### src/rtl/oc8051_alu_arbiter.sv
// oc8051_alu_arbiter: shares one oc8051_alu between NUM_REQ requesters.
// A round-robin grant captures one requester's op and operands. They are held
// on the ALU for a fixed latency, the ALU results are captured, and the
// results are returned with the requester index on a valid/ready channel.
//
// Ports
//   clk, rst                       clock; synchronous active-high reset
//   req_valid_i / req_ready_o      per-requester request; ready is a one-hot
//                                  accept pulse, combinational in IDLE
//   req_op_code_i                  packed op codes, requester i at [4i+:4]
//   req_src1/2/3_i                 packed operands, requester i at [8i+:8]
//   req_cy/ac/bit_i                per-requester carry, aux carry, bit in
//   alu_*_o                        registered op and operands to the ALU
//   alu_des*/sub_result_i          ALU results
//   resp_valid_o / resp_ready_i    response handshake
//   resp_id_o, resp_*_o            captured requester index and ALU results
module oc8051_alu_arbiter #(
  parameter int unsigned NUM_REQ    = 2,
  parameter int unsigned ALU_LAT    = 1,
  parameter int unsigned MULDIV_LAT = 4,
  parameter logic [3:0]  MUL_OP     = 4'h6,
  parameter logic [3:0]  DIV_OP     = 4'h7,
  localparam int unsigned ID_W      = $clog2(NUM_REQ)
) (
  input  logic                 clk,
  input  logic                 rst,
  input  logic [NUM_REQ-1:0]   req_valid_i,
  output logic [NUM_REQ-1:0]   req_ready_o,
  input  logic [4*NUM_REQ-1:0] req_op_code_i,
  input  logic [8*NUM_REQ-1:0] req_src1_i,
  input  logic [8*NUM_REQ-1:0] req_src2_i,
  input  logic [8*NUM_REQ-1:0] req_src3_i,
  input  logic [NUM_REQ-1:0]   req_cy_i,
  input  logic [NUM_REQ-1:0]   req_ac_i,
  input  logic [NUM_REQ-1:0]   req_bit_i,
  output logic [3:0]           alu_op_code_o,
  output logic [7:0]           alu_src1_o,
  output logic [7:0]           alu_src2_o,
  output logic [7:0]           alu_src3_o,
  output logic                 alu_cy_o,
  output logic                 alu_ac_o,
  output logic                 alu_bit_o,
  input  logic [7:0]           alu_des1_i,
  input  logic [7:0]           alu_des2_i,
  input  logic [7:0]           alu_des_acc_i,
  input  logic                 alu_des_cy_i,
  input  logic                 alu_des_ac_i,
  input  logic                 alu_des_ov_i,
  input  logic [7:0]           alu_sub_result_i,
  output logic                 resp_valid_o,
  input  logic                 resp_ready_i,
  output logic [ID_W-1:0]      resp_id_o,
  output logic [7:0]           resp_des1_o,
  output logic [7:0]           resp_des2_o,
  output logic [7:0]           resp_des_acc_o,
  output logic                 resp_cy_o,
  output logic                 resp_ac_o,
  output logic                 resp_ov_o,
  output logic [7:0]           resp_sub_o
);

  localparam int unsigned MAX_LAT = (ALU_LAT > MULDIV_LAT) ? ALU_LAT : MULDIV_LAT;
  localparam int unsigned CNT_W   = (MAX_LAT > 1) ? $clog2(MAX_LAT) : 1;

  typedef enum logic [1:0] {S_IDLE, S_EXEC, S_RESP} state_t;

  state_t            state_q;
  logic [ID_W-1:0]   rr_ptr_q, id_q, resp_id_q;
  logic [CNT_W-1:0]  cnt_q;
  logic [3:0]        op_q;
  logic [7:0]        src1_q, src2_q, src3_q;
  logic              cy_q, ac_q, bit_q;
  logic              resp_valid_q;
  logic [7:0]        des1_q, des2_q, acc_q, sub_q;
  logic              rcy_q, rac_q, rov_q;

  logic              grant_vld;
  logic [ID_W-1:0]   grant_idx, scan_idx;
  logic [3:0]        sel_op;
  logic [7:0]        sel_src1, sel_src2, sel_src3;
  logic              sel_cy, sel_ac, sel_bit;
  logic [CNT_W-1:0]  cnt_load;

  // Circular scan for the first valid requester at or after rr_ptr_q
  always_comb begin
    grant_vld = 1'b0;
    grant_idx = '0;
    scan_idx  = '0;
    for (int unsigned k = 0; k < NUM_REQ; k++) begin
      if (32'(rr_ptr_q) + k >= NUM_REQ) scan_idx = ID_W'(32'(rr_ptr_q) + k - NUM_REQ);
      else                              scan_idx = ID_W'(32'(rr_ptr_q) + k);
      if (!grant_vld && req_valid_i[scan_idx]) begin
        grant_vld = 1'b1;
        grant_idx = scan_idx;
      end
    end
  end

  // Payload mux of the granted requester
  always_comb begin
    sel_op   = '0;
    sel_src1 = '0;
    sel_src2 = '0;
    sel_src3 = '0;
    sel_cy   = 1'b0;
    sel_ac   = 1'b0;
    sel_bit  = 1'b0;
    for (int unsigned i = 0; i < NUM_REQ; i++) begin
      if (grant_idx == ID_W'(i)) begin
        sel_op   = req_op_code_i[4*i +: 4];
        sel_src1 = req_src1_i[8*i +: 8];
        sel_src2 = req_src2_i[8*i +: 8];
        sel_src3 = req_src3_i[8*i +: 8];
        sel_cy   = req_cy_i[i];
        sel_ac   = req_ac_i[i];
        sel_bit  = req_bit_i[i];
      end
    end
  end

  assign cnt_load = (sel_op == MUL_OP || sel_op == DIV_OP) ? CNT_W'(MULDIV_LAT - 1)
                                                            : CNT_W'(ALU_LAT - 1);

  // Accept pulse only in the grant cycle; suppressed while reset is applied
  assign req_ready_o = (state_q == S_IDLE && grant_vld && !rst)
                     ? (NUM_REQ'(1) << grant_idx) : '0;

  always_ff @(posedge clk) begin
    if (rst) begin
      state_q      <= S_IDLE;
      rr_ptr_q     <= '0;
      id_q         <= '0;
      cnt_q        <= '0;
      op_q         <= '0;
      src1_q       <= '0;
      src2_q       <= '0;
      src3_q       <= '0;
      cy_q         <= 1'b0;
      ac_q         <= 1'b0;
      bit_q        <= 1'b0;
      resp_valid_q <= 1'b0;
      resp_id_q    <= '0;
      des1_q       <= '0;
      des2_q       <= '0;
      acc_q        <= '0;
      sub_q        <= '0;
      rcy_q        <= 1'b0;
      rac_q        <= 1'b0;
      rov_q        <= 1'b0;
    end else begin
      case (state_q)
        S_IDLE: begin
          if (grant_vld) begin
            op_q     <= sel_op;
            src1_q   <= sel_src1;
            src2_q   <= sel_src2;
            src3_q   <= sel_src3;
            cy_q     <= sel_cy;
            ac_q     <= sel_ac;
            bit_q    <= sel_bit;
            id_q     <= grant_idx;
            cnt_q    <= cnt_load;
            rr_ptr_q <= (grant_idx == ID_W'(NUM_REQ - 1)) ? '0 : grant_idx + ID_W'(1);
            state_q  <= S_EXEC;
          end
        end
        S_EXEC: begin
          if (cnt_q == '0) begin
            des1_q       <= alu_des1_i;
            des2_q       <= alu_des2_i;
            acc_q        <= alu_des_acc_i;
            sub_q        <= alu_sub_result_i;
            rcy_q        <= alu_des_cy_i;
            rac_q        <= alu_des_ac_i;
            rov_q        <= alu_des_ov_i;
            resp_id_q    <= id_q;
            resp_valid_q <= 1'b1;
            state_q      <= S_RESP;
          end else begin
            cnt_q <= cnt_q - CNT_W'(1);
          end
        end
        S_RESP: begin
          if (resp_ready_i) begin
            resp_valid_q <= 1'b0;
            state_q      <= S_IDLE;
          end
        end
        default: state_q <= S_IDLE;
      endcase
    end
  end

  assign alu_op_code_o  = op_q;
  assign alu_src1_o     = src1_q;
  assign alu_src2_o     = src2_q;
  assign alu_src3_o     = src3_q;
  assign alu_cy_o       = cy_q;
  assign alu_ac_o       = ac_q;
  assign alu_bit_o      = bit_q;
  assign resp_valid_o   = resp_valid_q;
  assign resp_id_o      = resp_id_q;
  assign resp_des1_o    = des1_q;
  assign resp_des2_o    = des2_q;
  assign resp_des_acc_o = acc_q;
  assign resp_sub_o     = sub_q;
  assign resp_cy_o      = rcy_q;
  assign resp_ac_o      = rac_q;
  assign resp_ov_o      = rov_q;

endmodule

### config.mk
export PLATFORM = sky130hd
export DESIGN_NAME = oc8051_alu_arbiter
export DESIGN_NICKNAME = d
export VERILOG_FILES = /design/src/rtl/oc8051_alu_arbiter.sv
export SDC_FILE = /design/constraint.sdc
export NUM_CORES = 1
export LEC_CHECK = 0
export BUFFER_PORTS_ARGS = -buffer_cell sky130_fd_sc_hd__buf_2
export CAP_MARGIN = 20
export CORE_UTILIZATION = 46
export CTS_CLUSTER_DIAMETER = 200
export DETAILED_ROUTE_END_ITERATION = 7
export MAX_ROUTING_LAYER = met4
export PLACE_DENSITY = 0.85
export SKIP_CTS_REPAIR_TIMING = 1
export SLEW_MARGIN = 10
export SYNTH_ARGS = -nofsm -noshare
export SYNTH_HDL_FRONTEND = slang
export SYNTH_SLANG_ARGS = --single-unit
### constraint.sdc
create_clock -name clk -period 4.5 [get_ports clk]
set_clock_uncertainty 0.2 [all_clocks]
set_input_delay 0.9 -clock clk [delete_from_list [all_inputs] [get_ports clk]]
set_output_delay 0.9 -clock clk [all_outputs]
set_load 0.01 [all_outputs]
==> metrics.txt <==
via count=between 2,000 and 3,000; Reg clk slew, reported paths=approximately 0.070 ns; Lkg Pwr=approximately 2.0 nW; HP Start=resp_sub_o[0]$_SDFFE_PP0P_; post-synthesis async set-or-reset flop share=0; status=finished, final reports clean; cells along the critical path=buf_2 -> a2111oi_4 -> buf_4 -> buf_2; ANT cells=0; most frequent CP cell=buf_2; Post-synth EDFFs=0; final setup vio count=0; synthesized area=around 0.0028 mm2; crit end category=output pin; Top Ports=about 170; # fillers=slightly above 500; slew margin rel.=0.438; CTS H-tree lvls=3; synthesized instance count=~340; critical path startpoint=rst; largest net degree at the start of global routing=about 50; setup TNS=0 ns; RSZ-0062 raised after global routing=false; multi-input logic area=about 0.0012 mm2; hold path depth=2; Seq/Total Area, Yosys=0.522; CP peak stage delay=about 0.37 ns; RR Endpoint=resp_sub_o[6]$_SDFFE_PP0P_; final net count=605; r2r worst-path depth=7; Mean Syn Cell Area=approximately 8.4 um2; main flop type after synthesis=dfxtp_1; dpl hpwl=between 5000 and 6000 um; CP required=3.40 ns; max cap viols=0; DRT Pass-1 Iters=4; type of the tightest min-delay check=register to register; root buf cell=clkbuf_8; kind of critical path=input pin to output pin; GR Overflow Total=0; worst setup path endpoint=req_ready_o[0]; Startpoint Class=input pin; Die Wd=between 80 and 90 um; slew at the pin closest to its max-slew limit=0.843 ns; initial core utilization=0.480; CTS buffer count=9; number of cell rows=28; # DRC=0; flip-flop and latch count after synthesis=between 70 and 80; Routed WL=a little over 7000 um; First DRT Iteration DRCs=about 90; Via-to-Cell Ratio=roughly 5.0; Die Area=between 0.006 and 0.007 mm2; first-pass GRT wire length=approximately 11,000 um; Sink Count=74; Post-Syn Nets=between 400 and 500; Layout area overhead=36.7%; PwrDens=424 mW/mm2; number of global-route vias before repair=around 2,600; design area=between 0.003 and 0.004 mm2; initial antenna violation count=0; TritonCTS clock tree=yes; Core ar.=0.00592 mm2; share of layout cells above drive strength 1=0.387; CP arrival=between 2 and 2.5 ns; fmax=305 MHz; routability congestion estimate=0.852; FF/Latch Area=around 0.0015 mm2; worst-path fanout max=48; Max VDD drop=between 0.0002 and 0.0003 V; clock period minus worst slack=around 3.3 ns; Port-buffer cells=171; wire per inst=12.3 um; Final Max Tran Viols=0; clk buf depth=2; chip height=between 80 and 90 um; Yosys warnings=0; fin crit share=0.729; worst reg2reg setup slack=2.45 ns; post-synthesis cell type count=30; final hold vios=0; Worst path top cell family by delay=buffers and inverters; ANT nets after route=0; critical path depth=4; Clock Latency Late Sink=approximately 0.33 ns; Buf/Inv on CP=3; Post-DP Area=0.00368 mm2; Crit-path slowest cell=a2111oi_4; worst r2r src=cnt_q[0]$_SDFFE_PP0P_; GRT Util Overall=0.217
[synthesized netlist by cell type (all sizes together), types with 2 or more instances]
master / count / share of area
dfxtp: 74 / 0.52
a211oi: 3 / 0.0079
nor4: 3 / 0.0066
nand2: 129 / 0.17
nor3: 2 / 0.0075
clkbuf: 7 / 0.0093
a21oi: 40 / 0.070
nor2: 7 / 0.0093
nor4b: 2 / 0.0062
buf: 16 / 0.042
inv: 6 / 0.0079
o21ai: 5 / 0.0088
or3: 2 / 0.0062
mux2i: 3 / 0.011
a22oi: 28 / 0.074
nor2b: 2 / 0.0044
a21o: 2 / 0.0053
[per-stage QoR]
step / hold slack [ns] / cells / total power [W] / worst slack (ns) / util
2_1_floorplan: 0.226 / 339 / 0.00100 / 1.85 / -
3_3_place_gp: 0.237 / 566 / 0.00113 / 1.23 / 0.621
3_5_place_dp: 0.240 / 566 / 0.00114 / 1.20 / 0.621
4_1_cts: 0.255 / 582 / 0.00166 / 1.20 / 0.656
5_1_grt: 0.273 / 582 / 0.00174 / 1.13 / 0.656
6_report: 0.251 / 582 / 0.00165 / 1.22 / 0.656
[how the worst min path moves through the flow]
stage	to	slack (ns)
2_1_floorplan	id_q$_SDFFE_PP0N_	0.23
3_3_place_gp	id_q$_SDFFE_PP0N_	0.24
3_5_place_dp	id_q$_SDFFE_PP0N_	0.24
4_1_cts	resp_sub_o[1]$_SDFFE_PP0P_	0.25
5_1_grt	resp_des1_o[5]$_SDFFE_PP0P_	0.27
6_report	resp_sub_o[0]$_SDFFE_PP0P_	0.25
[logic make-up after synthesis]
family                   share of synthesized area
buffers and inverters                       0.0590
AO/OA/AOI/OAI                                0.186
adder cells (fa/ha/maj)                    0.00440
flip-flops                                   0.522
AND/OR/NAND/NOR                              0.218
multiplexers                                0.0106
[tightest hold or removal path: cells and delay by family (launching register included)]
kind / cells / cell delay [ns]
AO/OA/AOI/OAI: 1 / 0.05
flip-flops: 1 / 0.31
AND/OR/NAND/NOR: 1 / 0.05
[sequential cells by signal, indices dropped and copies added, names as in the netlist]
name            count
alu_src1_o          8
alu_src2_o          8
alu_src3_o          8
resp_des1_o         8
resp_des2_o         8
resp_des_acc_o      8
resp_sub_o          8
alu_op_code_o       4
cnt_q               2
state_q             2
alu_ac_o            1
alu_bit_o           1
alu_cy_o            1
id_q                1
resp_ac_o           1
resp_cy_o           1
resp_id_o           1
resp_ov_o           1
resp_valid_o        1
rr_ptr_q            1
[routing by layer]
layer,GRT usage,routed length [um],vias to the layer above
met5,-,0,-
met3,0.0648,553,6
met4,0.0571,55,0
li1,-,-,1457
met2,0.406,3550,135
met1,0.217,2980,1318
[cell usage in the layout, fill, tap and decap left out, types with 2 or more instances in the layout]
master / instances
mux2i_1: 3
a22oi_1: 28
o21ai_0: 4
buf_2: 171
inv_1: 6
a21o_1: 2
nor4_1: 3
clkinvlp_4: 2
clkbuf_8: 11
nor2_1: 7
dfxtp_1: 74
nand2_1: 129
a21oi_1: 40
nor4b_1: 2
a211oi_1: 3
buf_4: 4
[area by class of cell]
class,count,share of cell area
clock buffers,12,0.0400
repair buffers,175,0.228
clock inverters,4,0.0129
flip-flops and latches,74,0.382
inverters,6,0.00580
multi-input cells,236,0.307
well taps,75,0.0242
[report_power, final]
group / internal [W] / switching, W
sequential: 0.000733 / 0.0000455
combinational: 0.000150 / 0.000198
clock: 0.000286 / 0.000233
total: 0.00117 / 0.000476
Power figures use the tool's default switching activity.
